--- config.mk ---
export PLATFORM = sky130hd
export DESIGN_NAME = booth_pp_generator
export DESIGN_NICKNAME = d
export VERILOG_FILES = /design/src/rtl/booth_pp_generator.sv
export SDC_FILE = /design/constraint.sdc
export NUM_CORES = 1
export LEC_CHECK = 0
export ABC_AREA = 1
export BUFFER_PORTS_ARGS = -buffer_cell sky130_fd_sc_hd__buf_2
export CAP_MARGIN = 20
export CORE_ASPECT_RATIO = 0.9
export CORE_MARGIN = 3
export CORE_UTILIZATION = 54
export DETAILED_ROUTE_END_ITERATION = 8
export PLACE_DENSITY = 0.82
export SLEW_MARGIN = 20
export SYNTH_ARGS = -nofsm -noshare
export SYNTH_HDL_FRONTEND = slang
export SYNTH_SLANG_ARGS = --single-unit
--- constraint.sdc ---
create_clock -name clk -period 2.2 [get_ports clk]
set_input_delay 0.11 -clock clk [delete_from_list [all_inputs] [get_ports clk]]
set_output_delay 0.11 -clock clk [all_outputs]
set_load 0.005 [all_outputs]
--- src/rtl/booth_pp_generator.sv ---
// Sequential radix-4 Booth partial-product generator feeding the 5-input PP adder tree.
// Define BOOTH_SIGNED_EN for two's-complement operands (4 digits, pp4 held at 0).
module booth_pp_generator #(
   parameter int OP_W  = 8,
   parameter int PP0_W = 16
) (
   input  logic               clk,
   input  logic               rst,
   input  logic               in_valid,
   output logic               in_ready,
   input  logic [OP_W-1:0]    a_in,
   input  logic [OP_W-1:0]    b_in,
   output logic               out_valid,
   input  logic               out_ready,
   output logic [PP0_W-1:0]   pp0,
   output logic [PP0_W-3:0]   pp1,
   output logic [PP0_W-5:0]   pp2,
   output logic [PP0_W-7:0]   pp3,
   output logic [PP0_W-9:0]   pp4,
   output logic               busy
);

   typedef enum logic [1:0] {
      S_IDLE,
      S_ENC,
      S_DONE
   } state_t;

`ifdef BOOTH_SIGNED_EN
   localparam logic [2:0] LAST_IDX = 3'd3;
`else
   localparam logic [2:0] LAST_IDX = 3'd4;
`endif

   state_t            r_state;
   state_t            w_next;
   logic [2:0]        r_idx;
   logic [OP_W-1:0]   r_a;
   logic [OP_W-1:0]   r_b;
   logic [PP0_W-1:0]  r_pp0;
   logic [PP0_W-3:0]  r_pp1;
   logic [PP0_W-5:0]  r_pp2;
   logic [PP0_W-7:0]  r_pp3;
   logic [PP0_W-9:0]  r_pp4;

   logic [10:0]       w_bx;
   logic [2:0]        w_trip;
   logic [15:0]       w_a16;
   logic [15:0]       w_pp;
   logic              w_last;

`ifdef BOOTH_SIGNED_EN
   assign w_bx  = {r_b[7], r_b[7], r_b, 1'b0};
   assign w_a16 = {{8{r_a[7]}}, r_a};
`else
   assign w_bx  = {2'b00, r_b, 1'b0};
   assign w_a16 = {8'h00, r_a};
`endif

   assign w_last = (r_idx == LAST_IDX);

   always_comb begin
      w_trip = 3'b000;
      case (r_idx)
         3'd0:    w_trip = w_bx[2:0];
         3'd1:    w_trip = w_bx[4:2];
         3'd2:    w_trip = w_bx[6:4];
         3'd3:    w_trip = w_bx[8:6];
         3'd4:    w_trip = w_bx[10:8];
         default: w_trip = 3'b000;
      endcase
   end

   // Digit value times A, formed in 16-bit two's complement
   always_comb begin
      w_pp = 16'h0000;
      case (w_trip)
         3'b001, 3'b010: w_pp = w_a16;
         3'b011:         w_pp = w_a16 << 1;
         3'b100:         w_pp = -(w_a16 << 1);
         3'b101, 3'b110: w_pp = -w_a16;
         default:        w_pp = 16'h0000;
      endcase
   end

   always_ff @(posedge clk) begin
      if (rst) r_state <= S_IDLE;
      else     r_state <= w_next;
   end

   always_comb begin
      w_next    = r_state;
      in_ready  = 1'b0;
      out_valid = 1'b0;
      busy      = 1'b1;
      unique case (r_state)
         S_IDLE: begin
            in_ready = 1'b1;
            busy     = 1'b0;
            if (in_valid) w_next = S_ENC;
         end
         S_ENC: begin
            if (w_last) w_next = S_DONE;
         end
         S_DONE: begin
            out_valid = 1'b1;
            if (out_ready) w_next = S_IDLE;
         end
         default: w_next = S_IDLE;
      endcase
   end

   always_ff @(posedge clk) begin
      if (rst) begin
         r_idx <= 3'd0;
         r_a   <= '0;
         r_b   <= '0;
         r_pp0 <= '0;
         r_pp1 <= '0;
         r_pp2 <= '0;
         r_pp3 <= '0;
         r_pp4 <= '0;
      end else begin
         case (r_state)
            S_IDLE: begin
               if (in_valid) begin
                  r_a   <= a_in;
                  r_b   <= b_in;
                  r_idx <= 3'd0;
                  r_pp0 <= '0;
                  r_pp1 <= '0;
                  r_pp2 <= '0;
                  r_pp3 <= '0;
                  r_pp4 <= '0;
               end
            end
            S_ENC: begin
               r_idx <= w_last ? 3'd0 : r_idx + 3'd1;
               case (r_idx)
                  3'd0: r_pp0 <= w_pp;
                  3'd1: r_pp1 <= w_pp[13:0];
                  3'd2: r_pp2 <= w_pp[11:0];
                  3'd3: r_pp3 <= w_pp[9:0];
`ifndef BOOTH_SIGNED_EN
                  3'd4: r_pp4 <= w_pp[7:0];
`endif
                  default: ;
               endcase
            end
            default: ;
         endcase
      end
   end

   assign pp0 = r_pp0;
   assign pp1 = r_pp1;
   assign pp2 = r_pp2;
   assign pp3 = r_pp3;
   assign pp4 = r_pp4;

endmodule

==> summary by stage <==
Outcome
The run finished with clean final reports.

Pwr
Of the total power, combinational logic draws 0.214. The maximum ir drop on the vdd rail is about 560 uV. For this design the static power due to leakage is 1.97 nW. The switching power as a share of total power is 0.312. The proportion of power drawn by the clock network is 0.325. The analysis attributes to net switching a power of 1.13 mW. The internal power component is 2.49 mW. The sequential group share of total power is 0.461. The power consumption is 3.61 mW.

For this design the ratio of total power to cell area is roughly 830 nW/um^2.

Floorplanning
The height of the die is 83.5 microns. For this configuration, the core starts out at a cell density of 0.573. The die width is between 90 and 100 microns. The core area is 6280 sq um. In this run the count of I/O pins placed on the die edge is 83. The floorplan die area is 7690 sq um. The floorplan has 27 rows.

Global route
The total global routing overflow is 0. The number of global-route vias before repair is 3,263. The first global-routing pass estimated 15,400 microns of wire. The overall fraction of global-route tracks in use is 0.252. The initial antenna violation count came to 0.

Entering global routing, the biggest net connects 35 pins.

Layout
The layout net count is 589. The area used by sequential logic in the layout is 1620 sq um. The number of filler instances in the final layout is just over 500. In the final layout, the multi-input gates occupy about 1700 sq um. Compared with the post-synthesis result, the final layout area differs by 21.2%.

The repair_antennas step left the layout with diodes totalling 0. The share of post-route cells with drive strength above 1 is 0.255.

Detailed routing
The number of search-and-repair iterations in the first detailed-routing pass is 5. The post-detailed-route via-to-cell ratio is 5.31. Dividing the detail-routed wire length by the instance count gives 14.2 microns. The via total after detailed routing is 3,461. The total length of routed wires is 9280 microns.

The first routing iteration left 188 violations. After detailed routing, the number of remaining DRC violations is 0. Once detail routing completed, the nets flagged for antenna violations numbered 0.

Clock tree
The worst-skew pair later-pin latency is 0.36 ns. TritonCTS built the clock tree. The total number of clock tree sinks is 81. The depth of the CTS H-tree is 3. The total CTS buffers is 9. Clock-pin slew was measured on the worst setup and hold paths at 0.08 ns. Buffers added to address setup during post-CTS repair amount to 0. The clock root buffer master is sky130_fd_sc_hd__clkbuf_8. No sink is reached through more buffers than the 2 on the longest clock path.

Worst hold path
The startpoint of the most critical hold path is b_in[0]. The worst hold-check path type is in -> reg.

Logic synthesis
After technology mapping, the gate count stands at around 480. Counting every net in the synthesized netlist gives 505. The biggest area contributor in the post-synthesis netlist is sky130_fd_sc_hd__dfxtp_1. During synthesis, Yosys emitted a total of 0 warnings. By area the synthesized netlist is led by sky130_fd_sc_hd__dfxtp_1 (45%), sky130_fd_sc_hd__a21oi_1 (10%), sky130_fd_sc_hd__o21ai_0 (7.6%), sky130_fd_sc_hd__nand2_1 (7.2%), sky130_fd_sc_hd__nor2_1 (5.6%). The average size of a mapped cell is 7.54 sq um. Of the synthesized area, sequential elements account for 0.450. The area fraction of the dominant cell type after synthesis is 0.450.

The register bit total from synthesis is 81. In this run the cell area of the synthesized design comes to 3600 sq um. The number of unique standard cell types used by synthesis is 33.

Placed design
The count of input and output buffers is 82. The final estimated routing congestion in global placement is 0.934. The wire-length estimate of the detail-placed layout is 6710 microns.

Timing
The remaining max-slew budget at the tightest pin is 0.657. Setup repair after global routing left no endpoint under its margin. In the finished design, the share of the clock period the worst path needs comes to 0.926. Across the routed clock network, the largest skew measured is slightly below 0.005 ns.

The final max-slew violation count is 0. The maximum clock frequency is between 0.4 and 0.5 GHz. Setup violations remaining at the end of the flow were counted as 0. The shortest clock period the worst path allows after layout is 2.04 ns. The setup TNS is 0 ns. The transition time at the pin with the least slew margin is between 0.5 and 0.6 ns. The number of endpoints with negative hold slack in the final report came to 0.

Worst setup path
Data arrives at the worst endpoint at 2.33 ns. The worst setup path is of the reg -> reg kind. The startpoint type of the worst setup path is a flop.

The data required time of the critical path is around 2.5 ns. Along the worst path, the maximum fanout reaches 16. The startpoint of the worst-slack reg-to-reg timing path is r_idx[0]$_SDFFE_PP0P_.

In this run the worst setup path begins at r_idx[0]$_SDFFE_PP0P_. STA classifies the critical path endpoint as a flop.

Job
The number of max-cap violations is 0.
-- cell usage in the layout (no fill, tap or decap) --
cell type and count:
sky130_fd_sc_hd__buf_2 82, sky130_fd_sc_hd__dfxtp_1 79, sky130_fd_sc_hd__a21oi_1 71, sky130_fd_sc_hd__nand2_1 68
sky130_fd_sc_hd__o21ai_0 55, sky130_fd_sc_hd__nor2_1 52, sky130_fd_sc_hd__inv_1 38, sky130_fd_sc_hd__nand3_1 23
sky130_fd_sc_hd__nand4_1 18, sky130_fd_sc_hd__clkbuf_8 9, sky130_fd_sc_hd__buf_4 9, sky130_fd_sc_hd__nand2_2 7
sky130_fd_sc_hd__nand3_2 6, sky130_fd_sc_hd__ha_1 6, sky130_fd_sc_hd__nor2_2 5, sky130_fd_sc_hd__dlygate4sd3_1 5
sky130_fd_sc_hd__inv_2 4, sky130_fd_sc_hd__nand2_4 3, sky130_fd_sc_hd__nor2_4 3, sky130_fd_sc_hd__o21ai_4 2
sky130_fd_sc_hd__a21oi_2 2, sky130_fd_sc_hd__bufinv_16 2, sky130_fd_sc_hd__dfxtp_2 2, sky130_fd_sc_hd__nand3_4 1
sky130_fd_sc_hd__xnor2_1 1, sky130_fd_sc_hd__or2_1 1, sky130_fd_sc_hd__or2_4 1, sky130_fd_sc_hd__a31oi_4 1
sky130_fd_sc_hd__clkinv_1 1, sky130_fd_sc_hd__o21ai_2 1, sky130_fd_sc_hd__nor3_1 1, sky130_fd_sc_hd__o22ai_1 1
sky130_fd_sc_hd__a31oi_1 1, sky130_fd_sc_hd__ha_2 1, sky130_fd_sc_hd__clkinv_2 1, sky130_fd_sc_hd__clkinvlp_4 1
sky130_fd_sc_hd__inv_6 1
-- area by class of cell --
type / instances / share of cell area
Clock buffer: 9 / 0.0284
Clock inverter: 5 / 0.0186
Inverter: 43 / 0.0370
Multi-Input combinational cell: 331 / 0.398
Sequential cell: 81 / 0.372
Tap cell: 87 / 0.0249
Timing Repair Buffer: 96 / 0.121
-- layer usage --
metal	track usage	share of wire	up-vias
li1	-	-	1763
met1	0.312	0.44	1565
met2	0.415	0.48	117
met3	0.0839	0.060	16
met4	0.0810	0.018	0
met5	0	0	-
-- sequential cells by signal, indices dropped and copies added, names as in the netlist, 3 cells and up --
name / flops
r_a: 8
r_b: 8
pp0: 16
pp4: 8
pp2: 12
pp3: 10
pp1: 14
r_idx: 3
-- path summary, 6_finish.rpt --
check / to / depth (start not counted) / slack [ns]
setup / recovery: pp1[11]$_SDFFE_PP0P_ / 11 / 0.16
setup reg to reg: pp1[11]$_SDFFE_PP0P_ / 11 / 0.16
hold / removal: r_b[0]$_SDFFE_PP0P_ / 3 / 0.005
hold reg to reg: pp0[14]$_SDFFE_PP0P_ / 2 / 0.46
-- power by group through the flow --
stage / registers, mW / clock network, mW / logic, mW
global route: 1.68 / 1.27 / 0.873
detailed placement: 1.69 / 0 / 0.744
finish: 1.67 / 1.18 / 0.773
floorplan: 1.69 / 0 / 0.512
global placement: 1.69 / 0 / 0.736
CTS: 1.66 / 1.19 / 0.755
-- logic make-up after synthesis --
| logic type | synth area share |
|---|---|
| buffers and inverters | 0.0767 |
| AO/OA/AOI/OAI | 0.197 |
| AND/OR/NAND/NOR | 0.250 |
| flip-flops | 0.450 |
| XOR/XNOR | 0.00243 |
| adder cells (fa/ha/maj) | 0.0243 |
-- synthesized netlist by cell type, drive strengths merged --
library cell  instances
nand4                18
clkbuf               14
nor3                  1
inv                  42
a21oi                73
o22ai                 1
nand3                30
ha                    7
xnor2                 1
dfxtp                81
nor2                 60
a31oi                 2
o21ai                58
or2                   2
buf                   9
nand2                78
clkinv                1
-- worst max-delay path, stage by stage, from the launching register on --
cell and delay, ns:
sky130_fd_sc_hd__dfxtp_2 0.35, sky130_fd_sc_hd__ha_1 0.20, sky130_fd_sc_hd__ha_1 0.22, sky130_fd_sc_hd__nand2_1 0.08, sky130_fd_sc_hd__nand2_1 0.09, sky130_fd_sc_hd__inv_1 0.08, sky130_fd_sc_hd__nand2_2 0.09, sky130_fd_sc_hd__nand2_4 0.17
sky130_fd_sc_hd__nand3_2 0.17, sky130_fd_sc_hd__o21ai_4 0.25, sky130_fd_sc_hd__nand3_2 0.12, sky130_fd_sc_hd__a21oi_1 0.15
-- stage by stage --
stage | instance area (sq um) | worst slack [ns] | utilization | cells | hold WS [ns]
final | 4370 | 0.163 | 0.695 | 652 | 0.00487
after global routing | 4370 | 0.00284 | 0.695 | 652 | 0.0319
after CTS | 4330 | 0.0451 | 0.690 | 652 | 0.00217
after detailed placement | 4080 | 0.0368 | 0.649 | 633 | 0.365
after global placement | 4080 | 0.106 | 0.649 | 633 | 0.359
after floorplan | 3600 | 0.369 | - | 478 | 0.277
-- repair_timing --
item	4_1_cts	5_1_grt
gates cloned	0	0
endpoints found under the hold margin	5	0
hold buffers	5	0
endpoints found under the setup margin	1	51
resized for setup	1	11
Note: power is estimated with default switching activity, not from simulation.
